File: src/rtl/cnt_pkg.sv
// Shared definitions for the cascaded modulo-N counter family.
package cnt_pkg;

  // Count direction encodings as seen on the up input.
  localparam logic CNT_UP   = 1'b1;
  localparam logic CNT_DOWN = 1'b0;

  // Bits needed to hold 0..v-1. Never returns less than one bit.
  function automatic int unsigned cnt_clog2(input int unsigned v);
    int unsigned r;
    int unsigned p;
    r = 0;
    p = 1;
    while (p < v) begin
      p = p << 1;
      r++;
    end
    if (r == 0) r = 1;
    return r;
  endfunction

endpackage

File: src/rtl/mod_n_digit.sv
// One modulo-N digit: clear, clamped parallel load, up/down step with wrap,
// plus a terminal flag that depends only on the held value and the direction.
module mod_n_digit import cnt_pkg::*; #(
  parameter int N = 10,
  parameter int W = cnt_clog2(N)
) (
  input  logic         clk,
  input  logic         rst,
  input  logic         en,
  input  logic         up,
  input  logic         clr,
  input  logic         load,
  input  logic [W-1:0] d,
  output logic [W-1:0] q,
  output logic         tc
);

  localparam logic [W-1:0] MAXV = W'(N - 1);

  logic [W-1:0] load_val;

  // Out-of-range load values saturate at the top code; the compare is done one
  // bit wider so a power-of-two N does not alias to zero.
  always_comb begin
    load_val = d;
    if ({1'b0, d} >= (W + 1)'(N)) load_val = MAXV;
  end

  // Terminal flag: last code in the current direction, independent of en.
  always_comb begin
    tc = (up == CNT_DOWN) ? (q == '0) : (q == MAXV);
  end

  // Digit register: clr beats load beats enabled step.
  always_ff @(posedge clk or negedge rst) begin
    if (!rst) begin
      q <= '0;
    end else if (clr) begin
      q <= '0;
    end else if (load) begin
      q <= load_val;
    end else if (en) begin
      if (up == CNT_UP) q <= (q == MAXV) ? '0 : q + 1'b1;
      else              q <= (q == '0) ? MAXV : q - 1'b1;
    end
  end

endmodule

File: src/rtl/mod_cascade_counter.sv
// Multi-digit modulo-N counter built from a synchronous cascade of digits.
// The carry enable ripples combinationally; every digit shares one clock.
module mod_cascade_counter import cnt_pkg::*; #(
  parameter  int N      = 10,
  parameter  int DIGITS = 2,
  localparam int W      = cnt_clog2(N)
) (
  input  logic                clk,
  input  logic                rst,
  input  logic                ce,
  input  logic                up,
  input  logic                clr,
  input  logic                load,
  input  logic [DIGITS*W-1:0] d,
  output logic [DIGITS*W-1:0] q,
  output logic [DIGITS-1:0]   tc,
  output logic                ov
);

  for (genvar k = 0; k < DIGITS; k++) begin : g_digit
    logic dig_en;

    if (k == 0) begin : g_first
      // Lowest digit steps on every enabled cycle.
      always_comb begin
        dig_en = ce;
      end
    end else begin : g_upper
      // Higher digit steps only when every lower digit is at its terminal code.
      // Each digit ANDs tc directly rather than chaining dig_en, so no net
      // feeds back on itself.
      always_comb begin
        dig_en = ce;
        for (int unsigned j = 0; j < k; j++) dig_en = dig_en & tc[j];
      end
    end

    mod_n_digit #(.N(N), .W(W)) u_digit (
      .clk  (clk),
      .rst  (rst),
      .en   (dig_en),
      .up   (up),
      .clr  (clr),
      .load (load),
      .d    (d[k*W +: W]),
      .q    (q[k*W +: W]),
      .tc   (tc[k])
    );
  end

  // Whole-counter wrap indicator for the cycle whose edge wraps every digit.
  always_comb begin
    ov = ce & ~clr & ~load & (&tc);
  end

endmodule

File: config.mk
export PLATFORM = sky130hd
export DESIGN_NAME = mod_cascade_counter
export DESIGN_NICKNAME = d
export VERILOG_FILES = /design/src/rtl/cnt_pkg.sv /design/src/rtl/mod_n_digit.sv /design/src/rtl/mod_cascade_counter.sv
export SDC_FILE = /design/constraint.sdc
export NUM_CORES = 1
export LEC_CHECK = 0
export BUFFER_PORTS_ARGS = -buffer_cell sky130_fd_sc_hd__buf_2
export CORE_MARGIN = 4
export CORE_UTILIZATION = 46
export DETAILED_ROUTE_END_ITERATION = 7
export PLACE_DENSITY = 0.8
export SYNTH_ARGS = -nofsm -noshare
export SYNTH_HDL_FRONTEND = slang
export SYNTH_SLANG_ARGS = --single-unit
File: constraint.sdc
create_clock -name clk -period 2.1 [get_ports clk]
set_clock_uncertainty 0.05 [all_clocks]
set_input_delay 0.105 -clock clk [delete_from_list [all_inputs] [get_ports clk]]
set_output_delay 0.105 -clock clk [all_outputs]
set_load 0.005 [all_outputs]
Yosys cells after proc, flatten, opt, wreduce, memory -nomap -nowiden --
Cells that the tools add are included.
Storage, ports and cells: flip-flop bits (word level) 8, latch bits 0, memory bits (writable) 0, memory bits (read-only) 0, output and inout port bits 11, word-level logic and storage cells 37, memories 0
Operators by class: $add $sub $neg 4, multiply operators 0, divide/modulo/power cells 0, $lt $le $gt $ge 2, eq/ne operators 2, shift-type cells 0, multiplexer cells 16, bitwise operators 6, reductions and logical operators 5
Operator list (count):
- 2-to-1 mux 4 bit | 14
- adder 4 x 1 -> 4 bit, second input constant | 2
- equality test 4 bit, second input constant | 2
- >= comparator 4 bit, second input constant | 2
- logical NOT 4 bit | 2
- subtractor 4 x 1 -> 4 bit, second input constant | 2
- nonzero test 3 bit | 2
- AND 1 bit | 4
- 2-to-1 mux 1 bit | 2
- inverter 1 bit | 2
- AND reduction 2 bit | 1

Longest topological paths before layout --
Gate-level depths: netlist of the first run.
depth after elaboration 6, mapped depth 6, mapped depth without buffers 6

Modules after synthesis --
From an unflattened synthesis of the first run, not the netlist that was laid out.
Second synthesis, totals: cell total of the unflattened synthesis 99, area, all modules 799.5 µm²
By module, submodules not included:
- mod_n_digit | instances 2, cells each 48, area each 390.4 µm², sequential area each 100.1 µm²
- mod_cascade_counter | instances 1, cells each 3, area each 18.8 µm², sequential area each 0.0 µm²

Worst setup path after synthesis of the first run --
Ideal clock, no wire load.
path kind reg-to-reg, from reg g_digit[0].u_digit.q[0], to reg g_digit[1].u_digit.q[2], arrival 1.528 ns, required time 1.926 ns, slack 0.398 ns, stages on the path, launching flop included 7, clock period less this slack 1.702 ns, cells stage by stage dfrtp_1 -> inv_1 -> ha_1 -> nor3b_2 -> o21ai_2 -> and2_0 -> o31a_1
Between the ends: cells in the longest elaborated chain, start to end 4
Ends and longest elaborated chain:
- start, declared | RTL line mod_n_digit.sv:14 | output logic [W-1:0] q,
- start signal, assigned | RTL line mod_n_digit.sv:41 | q <= load_val;
- start signal, assigned | RTL line mod_n_digit.sv:43 | if (up == CNT_UP) q <= (q == MAXV) ? '0 : q + 1'b1;
- start signal, assigned | RTL line mod_n_digit.sv:44 | else q <= (q == '0) ? MAXV : q - 1'b1;
- equality test 4 bit or logical NOT 4 bit (tied branches) | RTL line mod_n_digit.sv:31 | tc = (up == CNT_DOWN) ? (q == '0) : (q == MAXV);
- 2-to-1 mux 1 bit * | RTL line mod_n_digit.sv:31
- AND 1 bit * | RTL line mod_cascade_counter.sv:34 | for (int unsigned j = 0; j < k; j++) dig_en = dig_en & tc[j];
- nonzero test 3 bit (no line) *
- end signal, assigned | RTL line mod_n_digit.sv:41
- end signal, assigned | RTL line mod_n_digit.sv:43
- end signal, assigned | RTL line mod_n_digit.sv:44
- end, declared | RTL line mod_n_digit.sv:14
Every way passes the cells marked *; elsewhere a longest branch is shown, timed or not. A chain may end at the register's enable or synchronous reset.

Final worst setup path of the first run --
from reg g_digit[1].u_digit.q[0], to out ov
Between the ends: cells in the longest elaborated chain, start to end 4
Ends and longest elaborated chain:
- equality test 4 bit or logical NOT 4 bit (tied branches) | RTL line mod_n_digit.sv:31
- 2-to-1 mux 1 bit * | RTL line mod_n_digit.sv:31
- AND reduction 2 bit * | RTL line mod_cascade_counter.sv:53 | ov = ce & ~clr & ~load & (&tc);
- AND 1 bit * | RTL line mod_cascade_counter.sv:53
- end, declared | RTL line mod_cascade_counter.sv:17 | output logic ov
Marks and branches as above.

==> reports/metrics.yaml, run 1 <==
sta:
  relSlewSlack: 0.750
  fin_crit_sh: 0.940
  hold_violations: 0
  hold_slack_ns: 0.0567
  fmax_ghz: 0.506
  rsz0062_at_grt: "no"
  tightest_slew_ns: 0.376
  tns_ns: 0
  period_minus_slack_ns: 1.98
  drv_slew: 0
  layout_setup_ws_ns: 0.125
  setup_viol: 0
floorplanning:
  die_width_um: 54.5
  core_um2: 2000
  start_util: 0.497
  ios: 25
  row_count: 16
  die_area_um2: 2970
  fp.dieH_um: 54.5
synthesis:
  synth_edf_count: 0
  synth.distinct_cells: 45
  synth-seq-cells: 8
  syn_area_um2: 995
  netlist_instances: 123
  ys_dominant_reg_cell: "dfrtp_1"
  synth_warnings: 0
  async_flop_share: 1.00
  seq_area_frac_synth: 0.201
  syn-num-nets: 145
  synth_area_per_cell_um2: 8.09
min_path:
  holdCritStartpoint: "d[0]"
  min_path_cells: 3
  holdCritPathClass: "in2reg"
  holdPathEnd: "g_digit[0].u_digit.q[0]"
grt:
  grt_max_degree: 19
  grt_overflow: 0
  antenna_found_initial: 0
  grt_pass1_vias: 873
  grt_pass1_wl_um: 3670
  grt_use_total: 0.169
detailed_routing:
  wl_per_cell_um: 13.8
  vias_per_cell: 5.88
  vias: 976
  dr.pass1.iters: 4
  ant_nets: 0
  routed_wl_um: 2290
  drtIter0Drc: 24
  drcViolationCount: 0
clock_network:
  clock_sinks: 8
  root_buffer: "clkbuf_4"
  post_cts_buffers: 0
  htreeDepth: 1
  cts_buffers: 3
  cts_tree: "done"
  clock_latency_ns: 0.25
  cts_buffer_depth: 2
  clk_pin_slew_ns: 0.05
setup_path:
  timing.rr.start: "g_digit[0].u_digit.q[1]"
  required_ns: 1.95
  reg2reg_to: "g_digit[1].u_digit.q[1]"
  endpoint_kind: "output pin"
  reg2reg_slack_ns: 0.24
  reg2regPathDepth: 6
  criticalPathCategory: "reg2out"
  arrival_ns: 1.82
  worstSetupStartpointType: "register"
  crit_path_start: "g_digit[1].u_digit.q[0]"
  crit_path_max_fanout: 10
power_and_ir_drop:
  power_switching_mw: 0.179
  power.share.sequential: 0.392
  ir_worst_vdd_v: 0.000324
  clockPowerShare: 0.239
  finalPower_mw: 0.500
  internal_power_mw: 0.321
  p_comb_frac: 0.369
  p_sw_frac: 0.358
  p_leak_nw: 0.483
  powerDensity_nw_per_um2: 442
outcome:
  outcome: "finished clean"
place:
  place_ws_ns: 0.245
  routabilityCongestion: 0.941
  hpwl_um: 1710
  io_buffers: 24
layout:
  drive_gt1_frac: 0.266
  top_register: "g_digit.u_digit.q"
  diodes: 0
  area_delta_synth_final_pct: 13.6
  largest_register_ffs: 8
  top_regs: "g_digit.u_digit.q x8"
  nets: 163
  postLayoutCoreUtil: 0.564
job:
  drv_cap: 0
worst max-delay path, cell delays in order, from the launching register on:
cell	delay [ns]
dfrtp_1	0.52
inv_1	0.12
ha_1	0.25
nand2b_1	0.12
o21ai_1	0.07
and2b_1	0.19
nor4b_2	0.16
buf_2	0.14
routing by layer:
metal | vias to the layer above | routed length (µm) | GRT usage
met3 | 5 | 175 | 0.0272
met2 | 44 | 1040 | 0.269
met4 | 0 | 34 | 0.0747
li1 | 489 | - | -
met5 | - | 0 | 0
met1 | 438 | 1040 | 0.224
logic make-up (layout without fill, tap and decap cells):
group / after synthesis / in the layout / synth area share
AOI/OAI and AO/OA: 38 / 38 / 0.284
muxes: 1 / 1 / 0.0101
adders and majority gates: 8 / 8 / 0.101
buffers and inverters: 19 / 35 / 0.0943
and+or+nand+nor: 49 / 49 / 0.309
DFF: 8 / 8 / 0.201
cells in the final DEF, fill, tap and decap left out, types with 3 or more instances in the layout:
master / instances
o21ai_0: 4
ha_1: 7
a211oi_1: 3
nand3b_1: 4
nor2b_1: 7
a311oi_1: 4
clkbuf_4: 3
inv_1: 5
a21oi_1: 9
nand2_1: 6
buf_2: 24
dfrtp_1: 7
nor2_1: 7
nand2b_1: 10
final cells by class:
cell class | count | area (µm²)
fillers | 193 | 872
multi-input cells | 96 | 716
well taps | 27 | 33.8
clock buffers | 3 | 22.5
repair buffers | 25 | 130
flip-flops and latches | 8 | 201
inverters | 7 | 26.3
how the worst max path moves through the flow:
stage | slack [ns] | end | depth (start not counted)
3_5_place_dp | 0.25 | g_digit[1].u_digit.q[1] | 6
3_3_place_gp | 0.33 | g_digit[1].u_digit.q[2] | 6
2_1_floorplan | 0.40 | g_digit[1].u_digit.q[2] | 6
5_1_grt | 0.03 | ov | 6
6_report | 0.12 | ov | 7
4_1_cts | 0.0002 | ov | 6
power by group through the flow:
stage / Sequential (mW) / Clock, mW / Combinational (mW)
6_report: 0.196 / 0.119 / 0.184
5_1_grt: 0.200 / 0.124 / 0.204
4_1_cts: 0.194 / 0.123 / 0.180
3_5_place_dp: 0.197 / 0 / 0.177
3_3_place_gp: 0.195 / 0 / 0.174
2_1_floorplan: 0.183 / 0 / 0.145
synthesized netlist by cell type, drive strengths merged (2+ instances only):
cell type	number	share of area
nand2b	10	0.063
o311a	2	0.020
o21ai	7	0.039
a21oi	9	0.045
ha	8	0.10
nor2b	7	0.044
nand3b	4	0.030
or4b	2	0.020
nor3b	2	0.020
o31ai	2	0.015
nor2	7	0.026
nand3	2	0.010
a311oi	4	0.035
nand2	6	0.023
a211oi	3	0.023
o221ai	3	0.033
dfrtp	8	0.20
inv	7	0.026
buf	10	0.060
clkbuf	2	0.0075
and3	2	0.018
through the flow:
| stage | std cells | cell area [µm²] |
|---|---|---|
| finish | 166 | 1130 |
| detailed placement | 162 | 1080 |
| global placement | 162 | 1080 |
| global route | 166 | 1130 |
| CTS | 166 | 1110 |
| floorplan | 123 | 995 |
repair_timing:
action                                  CTS  global route
hold endpoints to repair                  8             0
resized for setup                         0             6
hold buffers                              1             0
endpoints found under the setup margin    0             1
(Power assumes the default switching activity.)
==> run 2: changes to the inputs <==
- PLACE_DENSITY: 0.8 -> 0.71
==> run 2 against run 1 <==
  * Wire length fell by 0.39%
  * Sequential cell count stayed put
  * Worst setup slack improved by 0.012 ns
  * Sequential share of layout area is 0.18 points higher
  * Clock power is essentially flat
  * Core utilization rose by 0.13 points
  * Critical endpoint unchanged
  * Largest power group unchanged
==> reports/metrics.yaml, run 2 (synthesis gave the netlist of run 1 again) <==
detailed_routing:
  wl_per_cell_um: 13.7
  vias_per_cell: 5.78
  drtIter0Drc: 43
  drcViolationCount: 0
  ant_nets: 0
  vias: 959
  dr.pass1.iters: 4
  routed_wl_um: 2280
layout:
  final_cell_mix: "buf_2 (24), nand2b_1 (10), a21oi_1 (9)"
  nets: 163
  final_common_cell: "buf_2"
  largest_register_ffs: 8
  postLayoutCoreUtil: 0.566
  top_register: "g_digit.u_digit.q"
  final_cells: 166
  drive_gt1_frac: 0.281
  area_delta_synth_final_pct: 13.8
  diodes: 0
  final_cell_area_um2: 1130
  top_regs: "g_digit.u_digit.q x8"
min_path:
  holdCritPathClass: "in2reg"
setup_path:
  required_ns: 1.95
  reg2reg_slack_ns: 0.31
  crit_path_max_fanout: 9
  criticalPathCategory: "reg2out"
  arrival_ns: 1.81
  worstSetupStartpointType: "register"
  endpoint_kind: "output pin"
floorplanning:
  core_um2: 2000
  row_count: 16
  die_area_um2: 2970
  start_util: 0.497
  ios: 25
  fp.dieH_um: 54.5
  die_width_um: 54.5
power_and_ir_drop:
  internal_power_mw: 0.321
  power.share.sequential: 0.392
  p_sw_frac: 0.358
  clockPowerShare: 0.239
  powerDensity_nw_per_um2: 442
  p_leak_nw: 0.480
  p_comb_frac: 0.369
  power_switching_mw: 0.179
  finalPower_mw: 0.501
  ir_worst_vdd_v: 0.000279
sta:
  tightest_slew_ns: 0.353
  fmax_ghz: 0.509
  layout_setup_ws_ns: 0.137
  relSlewSlack: 0.764
  setup_viol: 0
  tns_ns: 0
  drv_slew: 0
  hold_violations: 0
  period_minus_slack_ns: 1.96
  fin_crit_sh: 0.935
  hold_slack_ns: 0.0503
grt:
  grt_pass1_vias: 800
  grt_max_degree: 19
  grt_use_total: 0.172
  antenna_found_initial: 0
  grt_overflow: 0
  grt_pass1_wl_um: 3730
clock_network:
  cts_buffers: 3
  clock_sinks: 8
  root_buffer: "clkbuf_4"
  clk_pin_slew_ns: 0.05
  clock_latency_ns: 0.26
  cts_buffer_depth: 2
  htreeDepth: 1
  cts_tree: "done"
  post_cts_buffers: 0
place:
  routabilityCongestion: 0.884
  hpwl_um: 1690
  io_buffers: 24
  place_inst: 162
  place_ws_ns: 0.259
  dpl-instance-area_um2: 1080
outcome:
  outcome: "finished clean"
job:
  drv_cap: 0
-- run 2: worst max-delay path, cell delays in order (launching register included) --
cell,delay [ns]
dfrtp_2,0.46
inv_2,0.10
ha_2,0.20
nor3b_4,0.24
o21ai_2,0.14
nor4b_2,0.26
buf_2,0.15
-- run 2: cell type report --
| type | count | area (µm²) |
|---|---|---|
| fillers | 191 | 870 |
| repair buffers | 25 | 130 |
| flip-flops and latches | 8 | 204 |
| well taps | 27 | 33.8 |
| clock buffers | 3 | 22.5 |
| multi-input cells | 96 | 716 |
| inverters | 7 | 26.3 |
-- run 2: path summary, 6_finish.rpt --
path / to / from / cells past startpoint
setup / recovery: ov / g_digit[0].u_digit.q[0] / 6
hold / removal: g_digit[1].u_digit.q[1] / d[5] / 3
setup reg to reg: g_digit[1].u_digit.q[1] / g_digit[0].u_digit.q[0] / 5
hold reg to reg: g_digit[1].u_digit.q[1] / g_digit[1].u_digit.q[1] / 2
max in group asynchronous: g_digit[1].u_digit.q[0] / rst / 2
min in group asynchronous: g_digit[0].u_digit.q[2] / rst / 2
-- run 2: layer usage --
layer	global-route usage	part of all wire	vias to the layer above
li1	-	-	485
met4	0.0622	0.013	0
met1	0.267	0.48	437
met2	0.235	0.44	33
met3	0.0245	0.067	4
met5	0	0	-
-- run 2: power by group through the flow --
| stage | Clock (mW) | Combinational [mW] | Sequential (mW) |
|---|---|---|---|
| 2_1_floorplan | 0 | 0.145 | 0.183 |
| 3_3_place_gp | 0 | 0.176 | 0.195 |
| 3_5_place_dp | 0 | 0.178 | 0.197 |
| 4_1_cts | 0.120 | 0.183 | 0.195 |
| 5_1_grt | 0.125 | 0.207 | 0.201 |
| 6_report | 0.120 | 0.185 | 0.196 |
-- run 2: repair_timing --
action | CTS | global route
setup endpoints to repair | 1 | 1
hold buffers | 1 | 0
gates resized for setup | 2 | 6
endpoints found under the hold margin | 8 | 0
